File: src/rtl/clause_cell.sv
// Clause evaluator: stores up to NUM_LITS literals and classifies the clause as
// satisfied, unit, conflicting or open against a registered variable snapshot.
module clause_cell #(
  parameter int NUM_LITS = 4,
  parameter int IDX_W    = $clog2(NUM_LITS),
  parameter int CNT_W    = $clog2(NUM_LITS + 1)
) (
  input  logic                  clk,
  input  logic                  rst,
  input  logic                  wr_i,
  input  logic [IDX_W-1:0]      wr_idx_i,
  input  logic [1:0]            wr_pol_i,
  input  logic                  eval_i,
  input  logic [2*NUM_LITS-1:0] var_value_i,
  input  logic                  imp_ack_i,
  input  logic                  clear_i,
  output logic                  busy_o,
  output logic                  clausesat_o,
  output logic [CNT_W-1:0]      freelitcnt_o,
  output logic                  imp_valid_o,
  output logic [IDX_W-1:0]      imp_idx_o,
  output logic [1:0]            imp_value_o,
  output logic                  conflict_o
);

  localparam logic [1:0] IDLE  = 2'd0;
  localparam logic [1:0] EVAL  = 2'd1;
  localparam logic [1:0] IMPLY = 2'd2;
  localparam logic [1:0] CONFL = 2'd3;

  logic [1:0]                state;
  logic [NUM_LITS-1:0][1:0]  pol;
  logic [2*NUM_LITS-1:0]     vars;
  logic                      sat;
  logic [CNT_W-1:0]          cnt;
  logic [IDX_W-1:0]          imp_idx;
  logic [1:0]                imp_value;

  logic                      any_true;
  logic                      any_present;
  logic [CNT_W-1:0]          free_cnt;
  logic [IDX_W-1:0]          free_idx;
  logic [1:0]                free_pol;

  // A present literal is true exactly when its assigned value equals its polarity code.
  always_comb begin
    any_true    = 1'b0;
    any_present = 1'b0;
    free_cnt    = '0;
    free_idx    = '0;
    free_pol    = '0;
    for (int unsigned i = 0; i < unsigned'(NUM_LITS); i++) begin
      if (pol[i] == 2'b01 || pol[i] == 2'b10) begin
        any_present = 1'b1;
        if (vars[2*i +: 2] == 2'b00 || vars[2*i +: 2] == 2'b11) begin
          free_cnt = free_cnt + CNT_W'(1);
          free_idx = IDX_W'(i);
          free_pol = pol[i];
        end else if (vars[2*i +: 2] == pol[i]) begin
          any_true = 1'b1;
        end
      end
    end
  end

  always_ff @(posedge clk or posedge rst) begin
    if (rst) begin
      state     <= IDLE;
      pol       <= '0;
      vars      <= '0;
      sat       <= 1'b0;
      cnt       <= '0;
      imp_idx   <= '0;
      imp_value <= '0;
    end else if (clear_i) begin
      state <= IDLE;
      sat   <= 1'b0;
      cnt   <= '0;
    end else begin
      case (state)
        IDLE: begin
          if (wr_i) begin
            for (int unsigned i = 0; i < unsigned'(NUM_LITS); i++) begin
              if (wr_idx_i == IDX_W'(i)) pol[i] <= wr_pol_i;
            end
          end
          if (eval_i) begin
            vars  <= var_value_i;
            state <= EVAL;
          end
        end
        EVAL: begin
          sat <= any_true;
          cnt <= free_cnt;
          if (any_true || !any_present) begin
            state <= IDLE;
          end else if (free_cnt == '0) begin
            state <= CONFL;
          end else if (free_cnt == CNT_W'(1)) begin
            state     <= IMPLY;
            imp_idx   <= free_idx;
            imp_value <= free_pol;
          end else begin
            state <= IDLE;
          end
        end
        IMPLY: begin
          if (imp_ack_i) state <= IDLE;
        end
        CONFL: begin
          state <= CONFL;
        end
        default: state <= IDLE;
      endcase
    end
  end

  assign busy_o       = (state != IDLE);
  assign imp_valid_o  = (state == IMPLY);
  assign conflict_o   = (state == CONFL);
  assign clausesat_o  = sat;
  assign freelitcnt_o = cnt;
  assign imp_idx_o    = imp_idx;
  assign imp_value_o  = imp_value;

endmodule

File: config.mk
export PLATFORM = sky130hd
export DESIGN_NAME = clause_cell
export DESIGN_NICKNAME = d
export VERILOG_FILES = /design/src/rtl/clause_cell.sv
export SDC_FILE = /design/constraint.sdc
export NUM_CORES = 1
export LEC_CHECK = 0
export ABC_AREA = 1
export CORE_MARGIN = 4
export CORE_UTILIZATION = 35
export CTS_BUF_LIST = sky130_fd_sc_hd__clkbuf_4 sky130_fd_sc_hd__clkbuf_8
export DETAILED_ROUTE_END_ITERATION = 6
export DONT_BUFFER_PORTS = 1
export SETUP_SLACK_MARGIN = 0.05
export SYNTH_ARGS = -nofsm -noshare
export SYNTH_HDL_FRONTEND = slang
export SYNTH_SLANG_ARGS = --single-unit
File: constraint.sdc
create_clock -name clk -period 2.4 [get_ports clk]
set_input_delay 0.48 -clock clk [delete_from_list [all_inputs] [get_ports clk]]
set_output_delay 0.48 -clock clk [all_outputs]
set_load 0.01 [all_outputs]
==> results of run 1 <==
power groups by stage:
stage	registers, mW	logic, mW	clock network, mW
6_report	0.871	2.43	0.287
5_1_grt	0.895	2.79	0.313
4_1_cts	0.858	2.12	0.299
3_5_place_dp	0.866	1.99	0
3_3_place_gp	0.862	1.98	0
2_1_floorplan	0.822	1.49	0
worst max-delay path: stages, from the launching register on:
cell and delay, ns:
dfrtp_1 0.43, nor2_2 0.17, nor2_4 0.06, buf_4 0.12, buf_4 0.12, nand3_1 0.18, nand2_4 0.08, ha_4 0.27
nand2_4 0.05, nand2_4 0.09, ha_4 0.18, or2_0 0.22, nand2_2 0.11, nand2_2 0.08, nor2_4 0.14, nand2_2 0.06
a21oi_2 0.12
cell type report:
| cell class | instances | area, um^2 | area share |
|---|---|---|---|
| clock buffer | 4 | 55.1 | 0.0269 |
| inverter | 39 | 148 | 0.0722 |
| multi-input combinational | 172 | 961 | 0.470 |
| sequential | 26 | 651 | 0.318 |
| tap | 52 | 65.1 | 0.0318 |
| timing repair buffer | 21 | 165 | 0.0808 |
cells in the mapped netlist:
master,number
nand2_1,62
inv_2,2
nor2_2,3
inv_1,36
a21oi_2,1
mux2_2,1
clkbuf_1,1
o21bai_1,4
nand3_4,1
xor2_2,1
clkinv_2,1
nand3_1,29
nand4_1,5
nor2_1,29
ha_1,3
a21oi_1,11
xnor2_1,2
or2_0,1
a31o_2,1
o21ai_0,13
nand2_2,5
dfrtp_1,26
registers in the layout, indices dropped and copies added, names as in the netlist:
signal,cells
freelitcnt_o,3
imp_value_o,2
clausesat_o,1
imp_idx_o,2
state,2
pol,8
vars,8
layer usage:
layer / vias to the layer above / track usage / wire length (um) / share of wire
met4: 0 / 0.0761 / 100 / 0.025
met2: 25 / 0.241 / 1930 / 0.48
met5: - / 0 / 0 / 0
li1: 800 / - / - / -
met1: 720 / 0.189 / 1870 / 0.47
met3: 9 / 0.0236 / 125 / 0.031
cell families after synthesis:
group,synth area share
AND/OR/NAND/NOR,0.360
buffers and inverters,0.0921
AO/OA/AOI/OAI,0.102
flip-flops,0.396
XOR/XNOR,0.0206
adder cells (fa/ha/maj),0.0228
multiplexers,0.00685
worst max-delay path by stage:
stage,from,end,slack [ns],depth (start not counted)
6_report,pol[0],state[0],-0.16,16
3_3_place_gp,pol[1],state[0],-0.08,18
3_5_place_dp,pol[1],state[0],-0.1,18
2_1_floorplan,pol[1],imp_idx_o[0],0.02,17
5_1_grt,pol[0],imp_value_o[1],-0.30,15
4_1_cts,pol[1],imp_value_o[0],-0.09,17
what timing repair did:
action | CTS | global route
endpoints found under the setup margin | 7 | 8
hold buffers | 0 | 0
pin swaps | 3 | 17
gates resized for setup | 6 | 18
buffers inserted | 3 | 4
cloned | 0 | 0
==> key figures, run 1 <==
Status
  • Outcome: complete, but fails checks
  • Failing checks: setup timing

Global routing
  • Vias in the first global route: 1587
  • Wire length of the first global-routing pass: 7.02 mm
  • Gr ovfl total: 0
  • GR Util All Layers: 0.148
  • Initial antenna violation count: 0
  • Largest net degree at the start of global routing: 27

Worst setup path
  • R2r startpoint: pol[0]
  • Worst-path fanout max: 4
  • Critical Path AT: 2.77 ns
  • Worst Reg-to-Reg Cells: 16
  • Crit Path Class: reg -> reg
  • R2R setup slack: -0.16 ns
  • Req. time, crit path: 2.61 ns
  • Startpoint Class: flip-flop
  • Worst Setup End Kind: flip-flop
  • Worst r2r dst: state[0]

Cells and area
  • Inserted Diodes: 0
  • Final instance area: 2040 um^2
  • Commonest non-fill, non-tap cells in the layout: nand2_1 (55), inv_1 (34), nand3_1 (28), nor2_1 (27), dfrtp_1 (26)
  • Nets: 284
  • Commonest non-fill, non-tap cell in the layout: nand2_1
  • Utilization after layout: 0.460
  • Final Non-Filler Cells: 314
  • Area Growth Syn to Fin: 24.4%
  • Fill cells: 445
  • Layout cells sized above 1: 0.229

Power
  • IR drop worst, VDD: 0.574 mV
  • Pwr dens: 1760 nW/um^2
  • Clk network pwr share: 0.080
  • LEAKAGE: 1.08 nW
  • Register share of total power: 0.243
  • Pint: 1.81 mW
  • Switching Power: 1.78 mW
  • Switch share: 0.495
  • Total power: 3.59 mW
  • Comb pwr share: 0.677

Timing
  • RSZ-0062 raised after global routing: true
  • Highest clock rate: 390 MHz
  • Setup WS post-layout: -0.163 ns
  • Final setup violating endpoints: 7
  • Slew Viols, Final: 0
  • Worst hold margin: 0.137 ns
  • Fin crit period: 2.56 ns
  • Max-Slew Margin vs Limit: 0.701
  • Final-report hold violation count: 0
  • Worst-Margin Slew: 0.447 ns
  • TNS Setup: -0.702 ns
  • Period Utilization, post-route: 1.07
  • Worst Clk Skew: 0.00264 ns

Clock network
  • TritonCTS Buffers: 3
  • CTS H-tree depth: 1
  • Clk root buf: clkbuf_8
  • Clock sink count: 26
  • CTS tree: done
  • CTS clk-pin slew, worst paths: 0.09 ns
  • Max Buffers Root-to-Sink: 2
  • Skew-Pair Late Insertion Delay: 0.28 ns

Routing
  • Vias post-DR: 1554
  • Via-to-Cell Ratio: 4.95
  • DRC viols: 0
  • TritonRoute pass-1 iters: 4
  • Final WL: 4.03 mm
  • Routed Antenna Nets: 0
  • Initial DRC count: 92
  • Routed wire length per instance: 12.8 um

Logic synthesis
  • Net Count, Synth: 259
  • Yosys cell types: 22
  • Yosys warning count: 0
  • Sequential share of the synthesized area: 0.396
  • Dominant cells by area after synthesis: dfrtp_1 (40%), nand2_1 (14%), nand3_1 (8.8%)
  • Post-synth top area share: 0.396
  • Cells after synthesis: 238
  • Post-synthesis register bit count: 26
  • Post-Syn Area: 1640 um^2
  • Syn avg cell area: 6.91 um^2
  • Area leader, netlist: dfrtp_1

Die
  • Row cnt: 24
  • Die Area: 5860 um^2
  • Die width: 76.5 um
  • Die Y: 76.5 um
  • Placeable Area: 4440 um^2
  • Initial Util: 0.370
  • I/O pins: 29

Min path
  • Hold Path Class: in -> async

Flow run
  • Max cap viols: 0

Placement
  • Port-buffer cells: 0
  • Post-Place Setup Slack: -0.0973 ns
  • Global placement routability congestion: 0.787
  • DP HPWL: 3.02 mm
  • Placed cells: 303
  • Area after DPL: 1850 um^2
Power figures use the tool's default switching activity.
==> run 2: changes to the inputs <==
--- a/config.mk
+++ b/config.mk
@@ -7,8 +7,9 @@
 export LEC_CHECK = 0
 export ABC_AREA = 1
 export CORE_MARGIN = 4
-export CORE_UTILIZATION = 35
+export CORE_UTILIZATION = 30
 export CTS_BUF_LIST = sky130_fd_sc_hd__clkbuf_4 sky130_fd_sc_hd__clkbuf_8
+export CTS_CLUSTER_SIZE = 30
 export DETAILED_ROUTE_END_ITERATION = 6
 export DONT_BUFFER_PORTS = 1
 export SETUP_SLACK_MARGIN = 0.05
==> run 2 against run 1 <==
  * The run still ends with setup timing left
  * Die area up 15%
  * Worst setup slack better by 0.017 ns
  * First-iteration DRC count shrank 12%
  * Critical endpoint unchanged
  * Highest routed layer unchanged
==> key figures, run 2 (same netlist as run 1, synthesis figures left out) <==
Global routing
  • GR Util All Layers: 0.140
  • Wire length of the first global-routing pass: 7.28 mm
  • Largest net degree at the start of global routing: 27
  • Gr ovfl total: 0
  • Vias in the first global route: 1636
  • Initial antenna violation count: 0

Timing
  • TNS Setup: -0.734 ns
  • Fin crit period: 2.55 ns
  • Final-report hold violation count: 0
  • Period Utilization, post-route: 1.06
  • Max-Slew Margin vs Limit: 0.716
  • Slew Viols, Final: 0
  • Highest clock rate: 393 MHz
  • Worst-Margin Slew: 0.425 ns
  • Worst Clk Skew: 0.00443 ns
  • Final setup violating endpoints: 7
  • Setup WS post-layout: -0.145 ns
  • RSZ-0062 raised after global routing: true

Status
  • Failing checks: setup timing
  • Outcome: complete, but fails checks

Power
  • LEAKAGE: 1.15 nW
  • Pwr dens: 1770 nW/um^2
  • Pint: 1.98 mW
  • Register share of total power: 0.223
  • Switching Power: 1.91 mW
  • Switch share: 0.491
  • Clk network pwr share: 0.066
  • Comb pwr share: 0.711
  • Total power: 3.89 mW
  • IR drop worst, VDD: 0.574 mV

Worst setup path
  • Worst Setup End Kind: flip-flop
  • Startpoint Class: flip-flop
  • R2R setup slack: -0.15 ns
  • Crit Path Class: reg -> reg
  • Critical Path AT: 2.75 ns
  • Worst-path fanout max: 4
  • R2r startpoint: pol[0]
  • Req. time, crit path: 2.61 ns
  • Worst Reg-to-Reg Cells: 18
  • Worst r2r dst: state[0]

Cells and area
  • Layout cells sized above 1: 0.283
  • Inserted Diodes: 0
  • Utilization after layout: 0.421
  • Commonest non-fill, non-tap cell in the layout: nand2_1
  • Final instance area: 2190 um^2
  • Fill cells: 550
  • Nets: 299
  • Final Non-Filler Cells: 346
  • Commonest non-fill, non-tap cells in the layout: nand2_1 (57), buf_4 (34), inv_1 (33), nor2_1 (27)
  • Area Growth Syn to Fin: 33.4%

Routing
  • Final WL: 4.35 mm
  • Routed Antenna Nets: 0
  • DRC viols: 0
  • Vias post-DR: 1622
  • TritonRoute pass-1 iters: 4
  • Routed wire length per instance: 12.6 um
  • Via-to-Cell Ratio: 4.69
  • Initial DRC count: 81

Die
  • Initial Util: 0.316
  • Die Y: 82.0 um
  • Placeable Area: 5200 um^2
  • Die width: 82.0 um
  • I/O pins: 29
  • Die Area: 6730 um^2
  • Row cnt: 26

Clock network
  • Max Buffers Root-to-Sink: 2
  • CTS H-tree depth: 1
  • Clock sink count: 26
  • TritonCTS Buffers: 3
  • CTS tree: done
  • Skew-Pair Late Insertion Delay: 0.27 ns
  • Clk root buf: clkbuf_8
  • CTS clk-pin slew, worst paths: 0.09 ns

Placement
  • Area after DPL: 1910 um^2
  • Global placement routability congestion: 0.846
  • Placed cells: 326
  • Port-buffer cells: 0
  • DP HPWL: 3.15 mm

Min path
  • Hold Path Class: in -> async

Flow run
  • Max cap viols: 0
run 2: per-layer routing:
| metal | wire length (um) | GRT usage |
|---|---|---|
| met1 | 1960 | 0.172 |
| met2 | 2050 | 0.242 |
| met3 | 235 | 0.0230 |
| met4 | 99 | 0.0565 |
| met5 | 0 | 0 |
run 2: worst max path at each step:
stage | cells past startpoint | slack, ns | start | to
final | 18 | -0.15 | pol[0] | state[0]
after global routing | 17 | -0.32 | pol[0] | imp_idx_o[0]
after CTS | 18 | -0.13 | pol[0] | state[0]
after detailed placement | 18 | -0.14 | pol[0] | state[0]
after global placement | 17 | -0.07 | pol[0] | imp_value_o[1]
after floorplan | 17 | 0.02 | pol[1] | imp_idx_o[0]
run 2: area by class of cell:
| type | instances | area, um^2 | area share |
|---|---|---|---|
| multi-input cells | 172 | 988 | 0.451 |
| flip-flops and latches | 26 | 651 | 0.297 |
| well taps | 70 | 87.6 | 0.0399 |
| clock buffers | 3 | 41.3 | 0.0188 |
| inverters | 39 | 148 | 0.0673 |
| repair buffers | 36 | 278 | 0.127 |
run 2: timing repair:
action,CTS,global route
pin swaps,6,18
hold buffers,0,0
setup buffers,15,3
resized for setup,8,23
hold endpoints to repair,0,0
endpoints found under the setup margin,8,8
run 2: worst max-delay path: stages, from the launching register on:
cell	delay (ns)
dfrtp_1	0.43
nand2_2	0.11
inv_2	0.04
nor2_2	0.10
nand2_1	0.08
inv_2	0.09
ha_4	0.20
nand2_4	0.06
nand2_4	0.06
ha_4	0.26
nand2_4	0.06
nand2_4	0.09
ha_4	0.19
or2_4	0.26
nand2_4	0.10
nand2_4	0.07
nor2_4	0.10
nand2_1	0.07
a21oi_2	0.12
run 2: per-stage QoR:
step	hold WS (ns)	worst slack, ns
after floorplan	0.496	0.0209
after global routing	0.178	-0.317
after CTS	0.164	-0.128
after detailed placement	0.465	-0.136
after global placement	0.453	-0.0720
final	0.144	-0.145
run 2: power groups by stage:
| stage | logic, mW | clock network, mW | registers [mW] |
|---|---|---|---|
| 6_report | 2.77 | 0.257 | 0.866 |
| 5_1_grt | 3.09 | 0.284 | 0.900 |
| 4_1_cts | 2.38 | 0.264 | 0.865 |
| 3_5_place_dp | 2.08 | 0 | 0.872 |
| 3_3_place_gp | 2.07 | 0 | 0.862 |
| 2_1_floorplan | 1.49 | 0 | 0.822 |
